## config.mk

```make
export PLATFORM = sky130hd
export DESIGN_NAME = mem_arbiter
export DESIGN_NICKNAME = d
export VERILOG_FILES = /design/src/rtl/mem_arbiter_pkg.sv /design/src/rtl/fill_counter.sv /design/src/rtl/mem_arbiter.sv
export SDC_FILE = /design/constraint.sdc
export NUM_CORES = 1
export LEC_CHECK = 0
export BUFFER_PORTS_ARGS = -buffer_cell sky130_fd_sc_hd__buf_2
export CAP_MARGIN = 20
export CORE_AREA = 5 5 82 69
export DETAILED_ROUTE_END_ITERATION = 8
export DIE_AREA = 0 0 87 74
export GPL_TIMING_DRIVEN = 0
export PLACE_DENSITY = 0.84
export RECOVER_POWER = 25
export SYNTH_ARGS = -nofsm -noshare
export SYNTH_HDL_FRONTEND = slang
export SYNTH_SLANG_ARGS = --single-unit
export TNS_END_PERCENT = 100
```

## constraint.sdc

```tcl
create_clock -name clk -period 3.6 [get_ports clk]
set_input_delay 0.36 -clock clk [delete_from_list [all_inputs] [get_ports clk]]
set_output_delay 0.36 -clock clk [all_outputs]
set_load 0.02 [all_outputs]
```

## src/rtl/mem_arbiter_pkg.sv

```systemverilog
// Shared constants, state encoding and address helpers for the I/D refill arbiter.
package mem_arbiter_pkg;

  localparam int unsigned ADDR_W      = 16;
  localparam int unsigned DATA_W      = 16;
  localparam int unsigned BLOCK_WORDS = 8;
  localparam int unsigned MEM_LATENCY = 4;
  localparam int unsigned WORD_BYTES  = 2;
  localparam int unsigned CNT_W       = $clog2(BLOCK_WORDS);
  localparam int unsigned BLOCK_BYTES = BLOCK_WORDS * WORD_BYTES;

  typedef enum logic [1:0] {
    IDLE    = 2'd0,
    FILL_I  = 2'd1,
    FILL_D  = 2'd2,
    WRITE_D = 2'd3
  } state_e;

  // One memory-side command as driven on the Mem_* pins.
  typedef struct packed {
    logic              en;
    logic              wr;
    logic [ADDR_W-1:0] addr;
    logic [DATA_W-1:0] data;
  } mem_cmd_t;

  // One cache-side fill write as driven on the Fill_* pins.
  typedef struct packed {
    logic [ADDR_W-1:0] addr;
    logic [DATA_W-1:0] data;
  } fill_word_t;

  // Aligns a miss address down to the start of its block.
  function automatic logic [ADDR_W-1:0] block_base(input logic [ADDR_W-1:0] addr);
    return addr & ~ADDR_W'(BLOCK_BYTES - 1);
  endfunction

  // Byte address of word idx within the block starting at base.
  function automatic logic [ADDR_W-1:0] word_addr(input logic [ADDR_W-1:0] base,
                                                  input logic [CNT_W-1:0]  idx);
    return base + ADDR_W'(ADDR_W'(idx) * ADDR_W'(WORD_BYTES));
  endfunction

endpackage

```

## src/rtl/fill_counter.sv

```systemverilog
// Saturating word counter for one block: clears, increments, flags the last word.
module fill_counter #(
  parameter int unsigned W = 3
) (
  input  logic         clk,
  input  logic         rst_n,
  input  logic         clr,
  input  logic         inc,
  output logic [W-1:0] cnt,
  output logic         tc
);

  // Terminal count: all ones means the last word of the block.
  assign tc = &cnt;

  // Count register; holds at terminal count so it never wraps inside a block.
  always_ff @(posedge clk or negedge rst_n) begin
    if (!rst_n) begin
      cnt <= '0;
    end else if (clr) begin
      cnt <= '0;
    end else if (inc && !tc) begin
      cnt <= cnt + W'(1);
    end
  end

endmodule

```

## src/rtl/mem_arbiter.sv

```systemverilog
// Arbitrates I-cache refills, D-cache refills and D-cache write-throughs onto one memory port.
module mem_arbiter
  import mem_arbiter_pkg::*;
(
  input  logic              clk,
  input  logic              rst,
  input  logic              I_Miss,
  input  logic [ADDR_W-1:0] I_Miss_Addr,
  input  logic              D_Miss,
  input  logic [ADDR_W-1:0] D_Miss_Addr,
  input  logic              D_Write,
  input  logic [ADDR_W-1:0] D_Write_Addr,
  input  logic [DATA_W-1:0] D_Write_Data,
  output logic              Mem_Enable,
  output logic              Mem_Write,
  output logic [ADDR_W-1:0] Mem_Addr,
  output logic [DATA_W-1:0] Mem_Data_Out,
  input  logic [DATA_W-1:0] Mem_Data_In,
  input  logic              Mem_Data_Valid,
  output logic [ADDR_W-1:0] Fill_Addr,
  output logic [DATA_W-1:0] Fill_Data,
  output logic              I_Fill_WE,
  output logic              D_Fill_WE,
  output logic              I_Fill_Done,
  output logic              D_Fill_Done,
  output logic              D_Write_Done,
  output logic              Busy
);

  state_e            state, state_nxt;
  logic              last_i, last_i_nxt;
  logic [ADDR_W-1:0] base, base_nxt;
  logic              issue_stop, issue_stop_nxt;
  logic [MEM_LATENCY-1:0] issue_pipe;

  logic              in_fill;
  logic              d_req;
  logic              issue_en;
  logic              rx_en;
  logic              cnt_clr;
  logic [CNT_W-1:0]  issue_cnt, rx_cnt;
  logic              issue_tc, rx_tc;
  mem_cmd_t          cmd;
  fill_word_t        fill_w;

  assign in_fill  = (state == FILL_I) || (state == FILL_D);
  assign d_req    = D_Miss || D_Write;
  assign cnt_clr  = (state == IDLE);
  assign issue_en = in_fill && !issue_stop;
  // Only returns lining up with one of our own reads count; stale pre-reset data is dropped.
  assign rx_en    = in_fill && Mem_Data_Valid && issue_pipe[MEM_LATENCY-1];

  fill_counter #(.W(CNT_W)) u_issue_cnt (
    .clk   (clk),
    .rst_n (rst),
    .clr   (cnt_clr),
    .inc   (issue_en),
    .cnt   (issue_cnt),
    .tc    (issue_tc)
  );

  fill_counter #(.W(CNT_W)) u_rx_cnt (
    .clk   (clk),
    .rst_n (rst),
    .clr   (cnt_clr),
    .inc   (rx_en),
    .cnt   (rx_cnt),
    .tc    (rx_tc)
  );

  // State, round-robin pointer, latched block base and issue-stop flag.
  always_ff @(posedge clk or negedge rst) begin
    if (!rst) begin
      state      <= IDLE;
      last_i     <= 1'b1;
      base       <= '0;
      issue_stop <= 1'b0;
    end else begin
      state      <= state_nxt;
      last_i     <= last_i_nxt;
      base       <= base_nxt;
      issue_stop <= issue_stop_nxt;
    end
  end

  // Tracks which of the last MEM_LATENCY cycles issued a read.
  always_ff @(posedge clk or negedge rst) begin
    if (!rst) begin
      issue_pipe <= '0;
    end else begin
      issue_pipe <= {issue_pipe[MEM_LATENCY-2:0], issue_en};
    end
  end

  // Next-state, grant and output decode.
  always_comb begin
    state_nxt      = state;
    last_i_nxt     = last_i;
    base_nxt       = base;
    issue_stop_nxt = issue_stop;
    cmd            = '0;
    fill_w         = '0;
    I_Fill_WE      = 1'b0;
    D_Fill_WE      = 1'b0;
    I_Fill_Done    = 1'b0;
    D_Fill_Done    = 1'b0;
    D_Write_Done   = 1'b0;
    Busy           = 1'b0;

    case (state)
      IDLE: begin
        issue_stop_nxt = 1'b0;
        if (I_Miss && (!d_req || !last_i)) begin
          state_nxt  = FILL_I;
          last_i_nxt = 1'b1;
          base_nxt   = block_base(I_Miss_Addr);
        end else if (d_req) begin
          last_i_nxt = 1'b0;
          if (D_Write) begin
            state_nxt = WRITE_D;
          end else begin
            state_nxt = FILL_D;
            base_nxt  = block_base(D_Miss_Addr);
          end
        end
      end

      FILL_I, FILL_D: begin
        Busy = 1'b1;
        if (issue_en) begin
          cmd.en   = 1'b1;
          cmd.addr = word_addr(base, issue_cnt);
          if (issue_tc) begin
            issue_stop_nxt = 1'b1;
          end
        end
        if (rx_en) begin
          fill_w.addr = word_addr(base, rx_cnt);
          fill_w.data = Mem_Data_In;
          I_Fill_WE   = (state == FILL_I);
          D_Fill_WE   = (state == FILL_D);
          if (rx_tc) begin
            I_Fill_Done = (state == FILL_I);
            D_Fill_Done = (state == FILL_D);
            state_nxt   = IDLE;
          end
        end
      end

      WRITE_D: begin
        Busy         = 1'b1;
        cmd.en       = 1'b1;
        cmd.wr       = 1'b1;
        cmd.addr     = D_Write_Addr;
        cmd.data     = D_Write_Data;
        D_Write_Done = 1'b1;
        state_nxt    = IDLE;
      end

      default: begin
        state_nxt = IDLE;
      end
    endcase
  end

  assign Mem_Enable   = cmd.en;
  assign Mem_Write    = cmd.wr;
  assign Mem_Addr     = cmd.addr;
  assign Mem_Data_Out = cmd.data;
  assign Fill_Addr    = fill_w.addr;
  assign Fill_Data    = fill_w.data;

endmodule

```

==> results.py <==
metrics = {
    "status": {
        "run_status": "complete, no violations",
    },
    "setup_path": {
        "r2r_end": "base[7]",
        "worstPathRequired_ps": 3240,
        "ff2ff_setup_slack_ps": 1780,
        "crit_path_start_kind": "register",
        "criticalPathCategory": "reg2out",
        "crit_fanout": 10,
        "r2r_cells": 7,
        "rr_startpoint": "state[0]",
        "endpoint": "Mem_Addr[3]",
        "end_kind": "primary output",
        "critical_path.startpoint": "state[0]",
        "cp_data_arrival_time_ps": 2200,
    },
    "finish": {
        "nNetsFinal": 463,
        "utilization": 0.582,
        "final_cells": 428,
        "regArea_um2": 652,
        "area_delta_synth_final_pct": 46.6,
        "multi_input_area_um2": 1130,
        "final_cell_mix": "buf_2, and2_1, dfrtp_1",
        "diodes": 0,
        "fillers": 437,
        "mostFrequentLayoutCell": "buf_2",
        "layout-drive-gt1-share": 0.475,
    },
    "cts": {
        "cts_resized": 0,
        "cts_tree": "yes",
        "ctsHoldBuffers": 0,
        "h-tree-depth": 1,
        "numCtsBuffers": 3,
        "clock_latency_ps": 270,
        "cts.sinks": 26,
        "clockBufferDepth": 2,
        "root_buffer": "clkbuf_8",
        "cts.repair_timing.setup_buffer_count": 0,
        "clkTransAtPathRegs_ps": 90,
    },
    "grt": {
        "grt_start_max_net_pins": 27,
        "grt_pass1_vias": 2147,
        "grt_pass1_wl_um": 10000,
        "overflow": 0,
        "antenna_found_initial": 0,
        "grt_usage": 0.192,
    },
    "yosys": {
        "ys_warn_count": 0,
        "syn_area_um2": 1910,
        "syn-num-nets": 310,
        "ys_types": 36,
        "synth_seq_area_share": 0.342,
        "synth_top_family_by_area": "simple AND/OR/NAND/NOR gates",
        "syn_inst": 214,
        "synth_fa_ha_area_frac": 0.0656,
        "synth.area.mux_share": 0.0321,
        "syn_area_per_cell_um2": 8.92,
        "synth_simple_gate_area_frac": 0.266,
        "synth-xor-area-share": 0.00918,
        "ys_seq_elements": 26,
        "synth_compound_area_frac": 0.216,
    },
    "power_and_ir_drop": {
        "power_density_nw_per_um2": 765,
        "leakage_nw": 1.62,
        "vdd_drop_max_mv": 0.407,
    },
    "timing": {
        "fin_setup_tns_ps": 0,
        "slew_viol_final": 0,
        "grt_setup_unrepaired": "false",
        "finalCritPeriodShare": 0.711,
        "final.setup_skew_ps": 4.55,
        "setup_viol": 0,
        "setup_slack_ps": 1040,
        "worst_pin_slew_ps": 1370,
        "fin_crit_ps": 2560,
        "slew_headroom": 0.0873,
        "timing.fmax_mhz": 391,
        "hold_violations": 0,
    },
    "floorplanning": {
        "core_um2": 4810,
        "die-area_um2": 6440,
        "ioPinCount": 158,
        "rows": 23,
        "fp.dieW_um": 87,
        "die_h_um": 74,
        "start_util": 0.397,
    },
    "route": {
        "wl_per_cell_um": 15.4,
        "dr.pass1.iters": 4,
        "postRouteAntennaNets": 0,
        "wl_um": 6610,
        "drc_errors": 0,
        "drtIter0Drc": 134,
        "num_vias": 2209,
        "viasPerCell": 5.16,
    },
    "placement": {
        "port_buffers": 148,
        "dp_cells": 424,
        "gp_congestion": 0.875,
        "pre_cts_ws_ps": 1370,
        "hpwl_um": 5380,
    },
    "hold_path": {
        "hold_path_class": "in2reg",
    },
    "flow_run": {
        "cap_violations": 0,
    },
}
[routing by layer]
layer,GRT usage,routed length (um),share of wire,up-vias
li1,-,-,-,1059
met1,0.244,2560,0.39,1022
met2,0.348,3250,0.49,119
met3,0.0299,746,0.11,9
met4,0.0398,53,0.0080,0
met5,0,0,0,-
[synth_stat cells]
| cell type | instances | area share |
|---|---|---|
| and2_1 | 51 | 0.17 |
| dfrtp_1 | 25 | 0.33 |
| a22o_1 | 15 | 0.069 |
| nand3_1 | 13 | 0.034 |
| o21ai_0 | 13 | 0.034 |
| a211oi_1 | 12 | 0.047 |
| a31oi_1 | 12 | 0.039 |
| ha_1 | 10 | 0.066 |
| buf_2 | 9 | 0.024 |
| nor2_1 | 9 | 0.018 |
| mux2i_1 | 5 | 0.026 |
| clkbuf_2 | 4 | 0.010 |
| inv_1 | 4 | 0.0079 |
| a21oi_1 | 3 | 0.0079 |
| and3_1 | 3 | 0.0098 |
| buf_4 | 3 | 0.012 |
| clkbuf_1 | 3 | 0.0059 |
| nand2_1 | 2 | 0.0039 |
| a21o_1 | 1 | 0.0039 |
| a32oi_1 | 1 | 0.0046 |
| and3b_4 | 1 | 0.0066 |
| buf_6 | 1 | 0.0059 |
| conb_1 | 1 | 0.0020 |
| dfstp_2 | 1 | 0.014 |
| inv_2 | 1 | 0.0020 |
| mux2_2 | 1 | 0.0059 |
| nand4b_1 | 1 | 0.0046 |
| nor2b_1 | 1 | 0.0033 |
| nor3_4 | 1 | 0.0085 |
| nor3b_2 | 1 | 0.0066 |
| o21a_1 | 1 | 0.0039 |
| o21ai_1 | 1 | 0.0026 |
| o31ai_1 | 1 | 0.0039 |
| or2_2 | 1 | 0.0033 |
| xnor2_1 | 1 | 0.0046 |
| xor2_1 | 1 | 0.0046 |
[stage by stage]
step	instance area [um^2]	power [mW]	hold WS, ps
6_report	2800	2.14	355
3_5_place_dp	2730	1.91	345
5_1_grt	2800	2.28	372
2_1_floorplan	1910	1.47	64.4
4_1_cts	2800	2.15	94.7
3_3_place_gp	2730	1.86	335
[worst max-delay path: stages (launching register included)]
cell,delay [ps]
dfrtp_1,410
inv_1,120
ha_1,380
inv_1,120
nor3_4,340
buf_4,250
a22o_1,150
buf_2,160
[sequential cells by signal, summed over array words and instances, names as in the netlist]
register,cells
issue_pipe,4
last_i,1
issue_stop,1
u_rx_cnt.cnt,3
state,2
base,12
u_issue_cnt.cnt,3
[cell families after synthesis]
logic type,Yosys count
and+or+nand+nor,84
adders and majority gates,10
DFF,26
other,1
buffers and inverters,25
xor gates and xnor gates,2
AOI/OAI and AO/OA,60
muxes,6
[worst min-delay path by stage]
stage	startpoint	to	slack [ps]	depth (start not counted)
6_report	D_Miss_Addr[7]	base[7]	360	3
2_1_floorplan	rst	base[10]	60	0
3_5_place_dp	issue_pipe[0]	issue_pipe[1]	350	0
3_3_place_gp	issue_pipe[2]	issue_pipe[3]	330	0
5_1_grt	issue_pipe[2]	issue_pipe[3]	370	0
4_1_cts	rst	u_rx_cnt.cnt[2]	90	1
[power breakdown]
part	internal (mW)	total, mW	switching [mW]
clock network	0.149	0.242	0.0936
registers	0.422	0.522	0.0995
logic	0.547	1.38	0.830
total	1.12	2.14	1.02
[area by class of cell]
class,count,share of cell area
plain buffers,20,0.0394
clock buffers,3,0.0148
clock inverters,1,0.0107
inverters,5,0.00671
multi-input cells,163,0.403
flip-flops and latches,26,0.233
well taps,62,0.0277
repair buffers,148,0.264
Power figures use the tool's default switching activity.
